### config.mk
export PLATFORM = sky130hd
export DESIGN_NAME = bcd_pow2_seq
export DESIGN_NICKNAME = d
export VERILOG_FILES = /design/src/rtl/bcd_pkg.sv /design/src/rtl/bcd_digit_double.sv /design/src/rtl/bcd_pow2_seq.sv
export SDC_FILE = /design/constraint.sdc
export NUM_CORES = 1
export LEC_CHECK = 0
export CELL_PAD_IN_SITES_DETAIL_PLACEMENT = 2
export CELL_PAD_IN_SITES_GLOBAL_PLACEMENT = 2
export CORE_MARGIN = 4
export CORE_UTILIZATION = 28
export CTS_CLUSTER_SIZE = 30
export DETAILED_ROUTE_END_ITERATION = 16
export HOLD_SLACK_MARGIN = 0.08
export PLACE_DENSITY_LB_ADDON = 0.3
export SETUP_SLACK_MARGIN = 0.2
export SLEW_MARGIN = 15
export SYNTH_ARGS = -nofsm -noshare
export SYNTH_HDL_FRONTEND = slang
export SYNTH_SLANG_ARGS = --single-unit
export TNS_END_PERCENT = 1
### constraint.sdc
create_clock -name clk -period 3.22 [get_ports clk]
set_input_delay 0.644 -clock clk [delete_from_list [all_inputs] [get_ports clk]]
set_output_delay 0.644 -clock clk [all_outputs]
set_load 0.05 [all_outputs]
### src/rtl/bcd_pkg.sv
// Shared BCD definitions: digit width, largest legal digit, sequencer state encoding.
// Pure declarations, no logic and no latency.
// Used by bcd_pow2_seq and bcd_digit_double; optional input check is BCD_INPUT_CHECK_EN.
package bcd_pkg;

  localparam int         BCD_DIGIT_W   = 4;
  localparam logic [3:0] BCD_MAX_DIGIT = 4'd9;

  typedef enum logic [1:0] {
    IDLE = 2'd0,
    RUN  = 2'd1,
    DONE = 2'd2
  } state_t;

  // True when a nibble holds a legal decimal digit (0..9)
  function automatic logic is_bcd_digit(input logic [BCD_DIGIT_W-1:0] d);
    return (d <= BCD_MAX_DIGIT);
  endfunction

endpackage

### src/rtl/bcd_digit_double.sv
// One BCD digit doubler: out = (2*d + cin) mod 10, cout set when the sum reaches 10.
// Purely combinational, zero latency.
// No handshake; a chain of these forms the per-clock doubling datapath.
module bcd_digit_double
  import bcd_pkg::*;
(
  input  logic [BCD_DIGIT_W-1:0] d,
  input  logic                   cin,
  output logic [BCD_DIGIT_W-1:0] q,
  output logic                   cout
);

  logic [BCD_DIGIT_W:0] s;

  // Double the digit, add incoming carry, then decimal-correct
  always_comb begin
    s = {d, 1'b0} + {{BCD_DIGIT_W{1'b0}}, cin};
    if (s >= (BCD_DIGIT_W+1)'(10)) begin
      q    = BCD_DIGIT_W'(s - (BCD_DIGIT_W+1)'(10));
      cout = 1'b1;
    end else begin
      q    = s[BCD_DIGIT_W-1:0];
      cout = 1'b0;
    end
  end

endmodule

### src/rtl/bcd_pow2_seq.sv
// Multiplies a packed-BCD operand by 2^k, one BCD doubling per clock (macro: BCD_INPUT_CHECK_EN).
// Latency: done is high k+1 cycles after the start-sampling edge (k=0 -> next cycle).
// Backpressure: ready is low only while running; start outside ready is dropped, not queued.
module bcd_pow2_seq
  import bcd_pkg::*;
#(
  parameter int DIGITS = 3,
  parameter int CNT_W  = 4
) (
  input  logic                          clk,
  input  logic                          rst,
  input  logic                          start,
  input  logic [BCD_DIGIT_W*DIGITS-1:0] bcd_in,
  input  logic [CNT_W-1:0]              shift_cnt,
  output logic                          ready,
  output logic                          done,
  output logic [BCD_DIGIT_W*DIGITS-1:0] bcd_out,
  output logic                          overflow,
  output logic                          err
);

  localparam int W = BCD_DIGIT_W * DIGITS;

  state_t           state_q, state_d;
  logic [W-1:0]     acc_q;
  logic [W-1:0]     acc_dbl;
  logic [CNT_W-1:0] cnt_q;
  logic             ovf_q;
  logic             err_q;
  logic [DIGITS:0]  carry;
  logic             bad_in;
  logic             accept;

  // Ripple carry chain of digit doublers; digit 0 has no incoming carry
  assign carry[0] = 1'b0;
  for (genvar g = 0; g < DIGITS; g++) begin : g_dbl
    bcd_digit_double u_dbl (
      .d    (acc_q[g*BCD_DIGIT_W +: BCD_DIGIT_W]),
      .cin  (carry[g]),
      .q    (acc_dbl[g*BCD_DIGIT_W +: BCD_DIGIT_W]),
      .cout (carry[g+1])
    );
  end

`ifdef BCD_INPUT_CHECK_EN
  // Flag an operand containing any nibble above 9
  always_comb begin
    bad_in = 1'b0;
    for (int i = 0; i < DIGITS; i++) begin
      if (!is_bcd_digit(bcd_in[i*BCD_DIGIT_W +: BCD_DIGIT_W])) bad_in = 1'b1;
    end
  end
`else
  assign bad_in = 1'b0;
`endif

  assign accept = start && ready;

  // State register
  always_ff @(posedge clk) begin
    if (rst) state_q <= IDLE;
    else     state_q <= state_d;
  end

  // Next-state: a load skips RUN when there is nothing to do or the operand is rejected
  always_comb begin
    state_d = state_q;
    case (state_q)
      IDLE: begin
        if (start) state_d = (bad_in || shift_cnt == '0) ? DONE : RUN;
      end
      RUN: begin
        if (cnt_q == CNT_W'(1)) state_d = DONE;
      end
      DONE: begin
        if (start) state_d = (bad_in || shift_cnt == '0) ? DONE : RUN;
        else       state_d = IDLE;
      end
      default: state_d = IDLE;
    endcase
  end

  // Handshake outputs decoded from the current state
  always_comb begin
    ready = (state_q != RUN);
    done  = (state_q == DONE);
  end

  // Accumulator, iteration counter and sticky flags
  always_ff @(posedge clk) begin
    if (rst) begin
      acc_q <= '0;
      cnt_q <= '0;
      ovf_q <= 1'b0;
      err_q <= 1'b0;
    end else if (accept) begin
      acc_q <= bad_in ? '0 : bcd_in;
      cnt_q <= shift_cnt;
      ovf_q <= 1'b0;
      err_q <= bad_in;
    end else if (state_q == RUN) begin
      acc_q <= acc_dbl;
      cnt_q <= cnt_q - CNT_W'(1);
      ovf_q <= ovf_q | carry[DIGITS];
    end
  end

  assign bcd_out  = acc_q;
  assign overflow = ovf_q;
  assign err      = err_q;

endmodule

[Yosys cells after proc, flatten, opt, wreduce, memory -nomap -nowiden]
Cells that the tools add are included.
Storage, ports and cells
  register bits: 19
  output and inout bits: 16
Operators by class
  $add $sub $neg: 6
  $lt $le $gt $ge: 3
  eq/ne operators: 6
  mux-type cells: 15
  bitwise operators: 1
  reduce and logical (&&, ||, !) cells: 6
Operators by type and width (count)
  12-bit 2-to-1 mux: 2
  4-bit 2-to-1 mux: 5
  5-bit by 4-bit greater-or-equal comparator with 1-bit output, second input constant: 3
  4-bit subtractor, second input constant: 3
  5-bit by 1-bit adder with 5-bit output: 2
  2-bit 2-to-1 mux: 4
  2-bit one-hot mux with 3 select lines: 1
  4-bit by 1-bit equality test with 1-bit output, second input constant: 1
  4-bit zero test: 1
  2-bit != test, second input constant: 2
  4-bit by 1-bit subtractor with 4-bit output, second input constant: 1
  1-bit 2-to-1 mux: 3
  2-bit by 1-bit equality test with 1-bit output, second input constant: 1
  2-bit equality test, second input constant: 1
  2-bit zero test: 1
  2-bit by 1-bit != test with 1-bit output, second input constant: 1
  2-bit AND reduction: 1
  2-bit nonzero test: 1
  2-bit OR reduction: 1
  1-bit logical AND: 1
  1-bit bitwise OR: 1

[Longest topological paths before layout]
Gate-level depths: netlist of the first run.
  depth after elaboration: 10
  gate-level depth with buffers: 7
  depth with buffers taken out: 6

[Hierarchy]
Synthesis of the first run repeated with hierarchy kept, for this count alone.
Unflattened totals
  cells, all modules: 163
  area total of the unflattened synthesis: 1291.2 µm²
By module, submodules not included
  bcd_pow2_seq: times used 1, cells an instance 103, area an instance 930.9 µm², seq. area each 380.4 µm²
  bcd_digit_double: times used 3, cells an instance 20, area an instance 120.1 µm², seq. area each 0.0 µm²

[Worst setup path after synthesis of the first run]
Ideal clock, no wire load.
  kind: register to register
  start point: reg acc_q[1] (netlist: bcd_out[1])
  end point: reg acc_q[5] (netlist: bcd_out[5])
  setup time: 0.120 ns
  data arrival time: 1.877 ns
  required time: 3.100 ns
  setup slack: 1.223 ns
  cell stages (with the launch flop): 7
  path buffers: 0
  cell sequence: dfxtp_1 inv_1 ha_1 nand2b_4 a2111oi_4 nor3_1 o31a_1
On the way
  word-level cells in the longest chain between the ends: 7
  elaborated cells between the ends (all ways): 8
  those cells by class: 2 x add/sub; 2 x order compare; 4 x mux
Ends and longest elaborated chain
  start: declaration: line bcd_pow2_seq.sv:25  | logic [W-1:0] acc_q;
  start signal: assignment: line bcd_pow2_seq.sv:97  | acc_q <= bad_in ? '0 : bcd_in;
  start signal: assignment: line bcd_pow2_seq.sv:102  | acc_q <= acc_dbl;
  5-bit by 4-bit greater-or-equal comparator with 1-bit output (*): line bcd_digit_double.sv:18  | if (s >= (BCD_DIGIT_W+1)'(10)) begin
  1-bit 2-to-1 mux (*): line bcd_digit_double.sv:18
  5-bit by 1-bit adder with 5-bit output (*): line bcd_digit_double.sv:17  | s = {d, 1'b0} + {{BCD_DIGIT_W{1'b0}}, cin};
  4-bit subtractor / 5-bit by 4-bit greater-or-equal comparator with 1-bit output (equally long branches): line bcd_digit_double.sv:19, bcd_digit_double.sv:18
  4-bit 2-to-1 mux (*): line bcd_digit_double.sv:18
  12-bit 2-to-1 mux (*): line bcd_pow2_seq.sv:101  | end else if (state_q == RUN) begin
  12-bit 2-to-1 mux (*): line bcd_pow2_seq.sv:96  | end else if (accept) begin
Every way passes the cells marked *; elsewhere a longest branch is shown, timed or not. The select of a mux whose other input is x is not followed.
A chain may end at the register's enable or synchronous reset.

[Final worst setup path of the first run]
  start point: reg state_q[0]
  end point: out ready
On the way
  word-level cells in the longest chain between the ends: 1
Ends and longest elaborated chain
  start: declaration: line bcd_pow2_seq.sv:24  | state_t state_q, state_d;
  start signal: assignment: line bcd_pow2_seq.sv:62  | else state_q <= state_d;
  2-bit by 1-bit != test with 1-bit output: line bcd_pow2_seq.sv:85  | ready = (state_q != RUN);
  end: declaration: line bcd_pow2_seq.sv:15  | output logic ready,
No other way between the ends.

==> results of run 1 <==
[routing by layer]
metal / GRT usage (%) / vias to the layer above / wire (um)
li1: - / 565 / -
met1: 19.4 / 577 / 1700
met2: 27.6 / 22 / 1900
met3: 2.48 / 4 / 157
met4: 4.51 / 0 / 40
met5: 0 / - / 0
[stage by stage]
step / worst slack, ps / instances / utilization, % / hold slack [ps]
after global placement: 918 / 216 / 38.2 / 479
after CTS: 537 / 220 / 39.4 / 499
after global routing: 442 / 220 / 39.4 / 520
final: 565 / 220 / 39.4 / 499
after floorplan: 1220 / 139 / - / 468
after detailed placement: 839 / 216 / 38.2 / 482
[sequential cells by signal, indices dropped and copies added (netlist names)]
signal	flops
bcd_out	12
cnt_q	4
state_q	2
overflow	1
[power groups by stage]
| stage | clock network, W | logic [W] | registers [W] |
|---|---|---|---|
| finish | 0.000174 | 0.000287 | 0.000289 |
| global route | 0.000189 | 0.000314 | 0.000294 |
| CTS | 0.000181 | 0.000291 | 0.000289 |
| detailed placement | 0 | 0.000289 | 0.000294 |
| global placement | 0 | 0.000278 | 0.000292 |
| floorplan | 0 | 0.000142 | 0.000342 |
[kinds of logic (layout without fill, tap and decap cells)]
logic type	Yosys count	in the layout	synth area share, %
adders and majority gates	6	6	6.38
other	1	1	0.319
buffers and inverters	21	52	8.19
muxes	7	7	6.06
DFF	19	19	32.3
and+or+nand+nor	34	34	15.4
AOI/OAI and AO/OA	50	50	30.5
xor gates and xnor gates	1	1	0.745
[synthesized netlist by cell type, types with 3 or more instances]
cell type,count
nor2_1,8
ha_1,6
nor3_1,7
a21oi_1,16
dfxtp_1,19
o31a_1,3
o21ai_1,3
mux2i_1,6
a211oi_1,6
inv_1,11
buf_2,5
a32oi_1,3
nand2_1,6
o21ai_0,5
o211a_1,3
[worst max path at each step]
stage / startpoint / endpoint / slack, ps / cells past startpoint
final: state_q[0] / ready / 560 / 3
after floorplan: bcd_out[1] / bcd_out[5] / 1220 / 6
after global placement: state_q[0] / ready / 920 / 3
after CTS: state_q[0] / ready / 540 / 3
after global routing: state_q[0] / ready / 440 / 3
after detailed placement: state_q[0] / ready / 840 / 3
[area by class of cell]
cell class	instances	share of cell area, %
clock inverters	1	0.315
inverters	12	2.84
clock buffers	3	2.60
multi-input cells	99	44.1
repair buffers	36	22.2
flip-flops and latches	19	24.0
well taps	50	3.94
[placed cells by master, fill, tap and decap left out, drive strengths merged, types with 3 or more instances in the layout]
| master | instances |
|---|---|
| dfxtp | 19 |
| inv | 12 |
| clkbuf | 3 |
| a211oi | 6 |
| mux2i | 6 |
| o211a | 3 |
| a32oi | 3 |
| nand2 | 7 |
| nand2b | 3 |
| o21ai | 8 |
| ha | 6 |
| a21oi | 17 |
| nor3 | 7 |
| nor2 | 8 |
| clkdlybuf4s50 | 33 |
| buf | 3 |
| o31a | 3 |
[critical path: stages, from the launching register on]
cell and delay, ps:
dfxtp_1 370, and2b_1 570, inv_2 80, clkdlybuf4s50_1 720
==> impl_results.md, run 1 <==
- # nets final: 196
- Core area: 0.00403 mm2
- Ys Warns: 0
- HP Start: overflow
- Critical path class: flip-flop to primary output
- Largest net degree at the start of global routing: 22
- FF+latch count, synth: 19
- Max-cap viol count: 0
- Crit path max fanout: 18
- Syn Inst Count: 139
- Seq/Total Area, Yosys: 32.3%
- Global placement routability congestion: 0.801
- Yosys cell types: 41
- Crit path launch type: flip-flop
- Detailed router's first-iteration violation count: 49
- Vias per cell: 5.31
- RSZ-0062 raised after global routing: no
- Reg2reg start: bcd_out[0]
- Final setup viols: 0
- # diodes: 0
- Clock Tree Buf Depth: 2
- Later-pin clock latency in the skew report: 260 ps
- Worst hold path stage count: 2
- CTS Buf Count: 3
- CP arrival: 2010 ps
- Total Wirelength: 3790 um
- P_sw: 0.000291 W
- Final ANT Viol Nets: 0
- Placed Area: 0.00154 mm2
- Sw Share: 38.8%
- Top cells by area, synth: dfxtp_1 (32%), a21oi_1 (6.8%), ha_1 (6.4%)
- Fin area: 0.00159 mm2
- Synth area leader: dfxtp_1
- Setup TNS: 0 ps
- Initial antenna violation count: 0
- Top-area cell type share of the netlist area: 32.3%
- Vias in the first global route: 1314
- Pins Over Slew Limit: 0
- Fin crit share: 82.5%
- GRT Total Usage: 15.6%
- Effective utilization at floorplan: 29.2%
- Clock transition at path regs: 80 ps
- Status: completed
- CP endpoint kind: primary output
- Syn Std Cell Area: 0.00118 mm2
- Reg2Reg Setup Slack: 1410 ps
- Hold Violations, Final: 0
- Worst-case reg-to-reg path depth: 6
- HP Class: flip-flop to flip-flop
- Ports: 35
- First-pass GRT wire length: 6510 um
- # fillers: 467
- Fmax: 377 MHz
- Die area: 0.00530 mm2
- Drt wl/cell: 17.2 um
- Power per standard cell area: 472 mW/mm2
- Tmin final: 2660 ps
- Hold EP: overflow
- Rows: 23
- Clock root buffer: clkbuf_8
- GR Overflow Total: 0
- Clock power share: 23.2%
- H-tree depth: 1
- Comb power frac: 38.3%
- Die Y: 72.8 um
- P&R area growth vs syn: 34.9%
- Register area: 380 um2
- Post-CTS repair timing setup buffer count: 0
- Input/output buffers: 33
- CTS Hold Buffers Added: 0
- Clock Sink Count: 19
- P_int: 0.000459 W
- PostCTS Resize Cnt: 0
- Least-Margin Pin Slew: 663 ps
- TritonRoute pass-1 iters: 2
- Total power: 0.000750 W
- Main flop type after synthesis: dfxtp_1
- Drt drc: 0
- Avg Cell Area, Syn: 8.46 um2
- Via count: 1168
- Post-synth ARST share: 0%
- Clock skew: 2.47 ps
- Sequential Power Share: 38.5%
- Share of cells above drive strength 1: 7.06%
- Die W: 72.8 um
- Leakage: 0.603 nW
- Area of the multi-input gates: 699 um2
- Slew Limit Headroom: 55.8%
- CTS tree: built
- Detailed placer's ending HPWL: 2840 um
- Syn_nets: 164
- EDFF count, synth: 0
- Max IR drop VDD: 0.000129 V
- Worst R2R End: bcd_out[5]
- CP required: 2580 ps
Power figures use the tool's default switching activity.
==> run 2: changes to the inputs <==
Settings changed: CORE_UTILIZATION 28 to 26.
Clock period 3.22 ns to 2.7 ns, I/O delays scaled along.
==> run 2 against run 1 <==
  * Flip-flop and latch count stayed put
  * Critical path depth is 2 lower
  * Worst hold slack better by 9.5 ps
  * Total power is 20% higher
  * Combinational power is 21% higher
  * Register-to-register slack worse by 540 ps
  * Critical endpoint is now bcd_out[2]
==> impl_results.md, run 2 (same netlist as run 1, synthesis figures left out) <==
- CP max stage delay: 860 ps (+140 ps)
- Worst-case reg-to-reg path depth: 5 (-1)
- Hold Violations, Final: 0 (unchanged)
- Leakage: 0.609 nW (+0.84%)
- Input/output buffers: 33 (unchanged)
- Crit path launch type: flip-flop
- Least-Margin Pin Slew: 716 ps (+53.0 ps)
- Die W: 75.3 um (+3.4%)
- Hold EP: overflow
- Clock transition at path regs: 80 ps (about the same)
- Tmin final: 2150 ps
- Drt wl/cell: 17.6 um (+2.1%)
- First-pass GRT wire length: 6540 um (+0.54%)
- Most frequent cells in the layout: clkdlybuf4s50_1 (32), dfxtp_1 (19), a21oi_1 (16), inv_1 (11), nor2_1 (8)
- Power per standard cell area: 565 mW/mm2 (+20%)
- CTS Buf Count: 3 (unchanged)
- P&R area growth vs syn: 35.5%
- CTS Hold Buffers Added: 0 (unchanged)
- Most used routing layer: met2
- CP delay by family, top: buffers and inverters
- Crit path max fanout: 6 (-12)
- Reg2Reg Setup Slack: 870 ps (-540 ps)
- Die Y: 75.3 um (+3.4%)
- Final setup viols: 0 (unchanged)
- # fillers: 496 (+6.2%)
- Global placement routability congestion: 0.760 (-5.1%)
- Vias in the first global route: 1321 (+0.53%)
- Worst R2R End: state_q[1]
- Ports: 35 (unchanged)
- Worst path slowest cell: clkdlybuf4s50_1
- Clock root buffer: clkbuf_8
- GR Util met1: 18.9% (-0.47 points)
- Fin crit share: 79.7%
- Fmax: 465 MHz
- CP endpoint kind: primary output
- # diodes: 0 (unchanged)
- GR Overflow Total: 0 (unchanged)
- Buf/Inv on CP: 1 (-1)
- Later-pin clock latency in the skew report: 260 ps (about the same)
- Status: completed
- Clock Tree Buf Depth: 2 (unchanged)
- Total power: 0.000900 W (+20%)
- CTS tree: built
- Effective utilization at floorplan: 27.0% (-2.2 points)
- Min Hold Slack: 509 ps (+9.46 ps)
- Final ANT Viol Nets: 0 (unchanged)
- Clock skew: 7.23 ps (+4.76 ps)
- Post-CTS repair timing setup buffer count: 0 (unchanged)
- # nets final: 197 (+0.51%)
- Number of flip-flops in the largest register: 12 (unchanged)
- Met3 Use GR: 4.14% (+1.7 points)
- CP Cell Sequence: clkdlybuf4s50_1
- Slew Limit Headroom: 52.3% (-3.5 points)
- Rows: 24 (+4.3%)
- H-tree depth: 1 (unchanged)
- Largest net degree at the start of global routing: 21 (-4.5%)
- GRT Total Usage: 15.4% (-0.19 points)
- Core area: 0.00435 mm2 (+8.1%)
- Max-cap viol count: 0 (unchanged)
- Max IR drop VDD: 0.000287 V (+120%)
- Clock Sink Count: 19 (unchanged)
- Global Route met2 Usage: 27.3% (-0.28 points)
- CP arrival: 1610 ps (-400 ps)
- RSZ-0062 raised after global routing: no
- Pins Over Slew Limit: 0 (unchanged)
- HP Class: flip-flop to flip-flop
- Setup TNS: 0 ps (unchanged)
- Detailed placer's ending HPWL: 3030 um (+6.8%)
- Share of cells above drive strength 1: 8.19% (+1.1 points)
- Drt drc: 0 (unchanged)
- CP required: 2160 ps (-420 ps)
- HP Start: overflow
- Critical path class: flip-flop to primary output
- Reg2reg start: state_q[0]
- Total Wirelength: 3930 um (+3.5%)
- PostCTS Resize Cnt: 0 (unchanged)
- Detailed router's first-iteration violation count: 39 (-20%)
- Vias per cell: 5.26 (-0.84%)
- Worst hold path stage count: 2 (unchanged)
- Via count: 1174 (+0.51%)
- Initial antenna violation count: 0 (unchanged)
- Most common cell after layout, fill and taps aside: clkdlybuf4s50_1
- TritonRoute pass-1 iters: 4 (+2)
- Die area: 0.00566 mm2 (+6.8%)
==> run 2: cell count changes in the layout (fill, tap and decap cells not counted), sizes merged <==
cell	change
buf	+2
clkdlybuf4s50	-1
==> run 2: worst max-delay path by stage <==
stage	cells past startpoint	end	slack, ps	start
final	1	bcd_out[2]	550	bcd_out[2]
after detailed placement	6	bcd_out[10]	650	start
after global placement	6	bcd_out[10]	740	start
after floorplan	6	bcd_out[5]	700	bcd_out[1]
after global routing	1	bcd_out[2]	470	bcd_out[2]
after CTS	1	bcd_out[2]	530	bcd_out[2]
==> run 2: report_power, final <==
group / leakage, nW / switching [W] / total [W] / internal, W
combinational: 0.426 / 0.000209 / 0.000346 / 0.000137
clock: 0.0255 / 0.000107 / 0.000210 / 0.000103
sequential: 0.157 / 0.0000357 / 0.000344 / 0.000309
==> run 2: layer usage <==
layer / routed length [um] / vias up
met4: 34 / 0
li1: - / 569
met2: 1990 / 19
met5: 0 / -
met1: 1770 / 582
met3: 131 / 4
==> run 2: final cells by class <==
type / instances / area [um2] / share of cell area [%]
flip-flops and latches: 19 / 380 / 23.9
well taps: 52 / 65.1 / 4.08
inverters: 12 / 45.0 / 2.83
clock buffers: 3 / 41.3 / 2.59
multi-input cells: 99 / 699 / 43.9
repair buffers: 37 / 358 / 22.4
clock inverters: 1 / 5.00 / 0.314
==> run 2: metrics by stage <==
step | std cells | util [%] | setup slack, ps | instance area, um2
6_report | 223 | 36.6 | 548 | 1590
5_1_grt | 223 | 36.6 | 471 | 1590
4_1_cts | 223 | 36.6 | 529 | 1590
3_5_place_dp | 219 | 35.5 | 646 | 1550
3_3_place_gp | 219 | 35.5 | 736 | 1550
2_1_floorplan | 139 | - | 703 | 1180
==> run 3: changes to the inputs <==
Clock period 2.7 ns to 2.2 ns, I/O delays scaled along.
==> run 3 against run 2 <==
  * Largest cell class unchanged
  * Largest power group unchanged
  * Cell area is 1.7% higher
  * Total power rose by 23%
  * Clock power is 21% higher
  * Critical path depth unchanged
  * Cell count increased by 0.90%
  * Sequential share of layout area decreased by 0.41 points
==> impl_results.md, run 3 (same netlist as run 1, synthesis figures left out) <==
- Status: completed
- Most frequent cells in the layout: clkdlybuf4s50_1 (30), dfxtp_1 (19), a21oi_1 (16), inv_1 (11), nor2_1 (8)
- Max-cap viol count: 0 (unchanged)
- Vias in the first global route: 1332 (+0.83%)
- Effective utilization at floorplan: 27.0% (unchanged)
- Vias per cell: 5.25 (-0.30%)
- Detailed router's first-iteration violation count: 30 (-23%)
- Critical path class: flip-flop to primary output
- Crit path max fanout: 6 (unchanged)
- H-tree depth: 1 (unchanged)
- CP arrival: 1570 ps (-40 ps)
- Post-CTS repair timing setup buffer count: 0 (unchanged)
- Placed Area: 0.00158 mm2 (+1.8%)
- Total Wirelength: 4040 um (+3.0%)
- First-pass GRT wire length: 6550 um (+0.11%)
- Share of cells above drive strength 1: 8.67% (+0.48 points)
- Final setup viols: 0 (unchanged)
- Largest net degree at the start of global routing: 21 (unchanged)
- Ports: 35 (unchanged)
- # diodes: 0 (unchanged)
- Hold Violations, Final: 0 (unchanged)
- # fillers: 495 (-0.20%)
- Fin area: 0.00162 mm2 (+1.7%)
- Power per standard cell area: 684 mW/mm2 (+21%)
- CP Cell Sequence: clkdlybuf4s50_1
- Global placement routability congestion: 0.700 (-7.9%)
- HP Class: flip-flop to flip-flop
- Die Y: 75.3 um (unchanged)
- Tmin final: 2010 ps
- Clock skew: 2.65 ps (-4.58 ps)
- Input/output buffers: 33 (unchanged)
- Slew Limit Headroom: 65.2% (+13 points)
- Die area: 0.00566 mm2 (unchanged)
- Clock Tree Buf Depth: 2 (unchanged)
- GRT Total Usage: 15.7% (+0.33 points)
- Pins Over Slew Limit: 0 (unchanged)
- P_int: 0.000682 W (+24%)
- P_sw: 0.000427 W (+21%)
- Drt drc: 0 (unchanged)
- Least-Margin Pin Slew: 522 ps (-194 ps)
- Max IR drop VDD: 0.000328 V (+14%)
- P&R area growth vs syn: 37.9%
- Rows: 24 (unchanged)
- Clock root buffer: clkbuf_8
- Placed cells: 221 (+0.91%)
- CP max stage delay: 850 ps (about the same)
- TritonRoute pass-1 iters: 4 (unchanged)
- Comb power frac: 38.8% (+0.4 points)
- Final ANT Viol Nets: 0 (unchanged)
- Sw Share: 38.5% (-0.63 points)
- Drt wl/cell: 18.0 um (+2.1%)
- Setup TNS: 0 ps (unchanged)
- Leakage: 0.641 nW (+5.3%)
- Via count: 1181 (+0.60%)
- Detailed placer's ending HPWL: 3110 um (+2.5%)
- CTS tree: built
- Later-pin clock latency in the skew report: 260 ps (about the same)
- CTS Hold Buffers Added: 0 (unchanged)
- Fin crit share: 91.3%
- Core area: 0.00435 mm2 (unchanged)
- Most common cell after layout, fill and taps aside: clkdlybuf4s50_1
- Clock transition at path regs: 80 ps (about the same)
- Sequential Power Share: 38.3% (about the same)
- RSZ-0062 raised after global routing: yes
- Die W: 75.3 um (unchanged)
- Layout Cells excl Fill: 225 (+0.90%)
- CP required: 1760 ps (-400 ps)
- Number of flip-flops in the largest register: 12 (unchanged)
- CP endpoint kind: primary output
- GR Overflow Total: 0 (unchanged)
- Fmax: 498 MHz
- Clock Sink Count: 19 (unchanged)
- Crit path launch type: flip-flop
- PostCTS Resize Cnt: 1 (+1)
- Worst path slowest cell: clkdlybuf4s50_1
- CP delay by family, top: buffers and inverters
- # nets final: 199 (+1.0%)
- Initial antenna violation count: 0 (unchanged)
- Buf/Inv on CP: 1 (unchanged)
- Clock power share: 22.9% (-0.4 points)
- CTS Buf Count: 3 (unchanged)
==> run 3: cell types whose count changed in the layout (fill, tap and decap cells not counted) <==
cell	before	now
buf_4	5	6
dlygate4sd2_1	0	1
clkinv_2	1	0
clkbuf_1	0	1
clkdlybuf4s50_1	32	30
buf_12	0	1
dlymetal6s2s_1	0	1
==> run 3: worst reg2reg max path, stage by stage (launching register included) <==
cell and delay (ps):
dfxtp_1 350, inv_1 90, ha_1 190, nand2b_4 160, a2111oi_4 500, nor3_1 110
o31a_1 280
==> run 3: cell type report <==
type,count,area (um2),share of cell area (%)
repair buffers,39,387,23.8
multi-input cells,99,699,43.1
inverters,12,45.0,2.78
well taps,52,65.1,4.01
flip-flops and latches,19,380,23.5
clock buffers,4,45.0,2.78
==> run 3: routing by layer <==
layer / global-route usage, % / wire length [um]
met5: 0 / 0
met4: 4.27 / 48
met3: 4.41 / 174
met2: 28.8 / 2120
met1: 17.8 / 1700
==> run 3: path summary, 6_finish.rpt <==
path,slack (ps),startpoint,cells past startpoint,endpoint
max,190,bcd_out[6],1,bcd_out[6]
min,510,overflow,2,overflow
max reg2reg,430,bcd_out[1],6,bcd_out[5]
min reg2reg,510,overflow,2,overflow
==> run 3: power groups by stage <==
stage | Clock (W) | Sequential, W | Combinational (W)
2_1_floorplan | 0 | 0.000500 | 0.000208
3_3_place_gp | 0 | 0.000428 | 0.000416
3_5_place_dp | 0 | 0.000432 | 0.000436
4_1_cts | 0.000270 | 0.000425 | 0.000438
5_1_grt | 0.000286 | 0.000431 | 0.000470
6_report | 0.000254 | 0.000424 | 0.000430
==> run 3: through the flow <==
stage                     setup slack (ps)  hold slack (ps)  util [%]  total power [W]
after floorplan                        203              468         -         0.000709
after global placement                 408              488      36.2         0.000844
after detailed placement               304              500      36.2         0.000868
after CTS                              114              514      37.2          0.00113
after global routing                   117              522      37.2          0.00119
final                                  192              510      37.2          0.00111
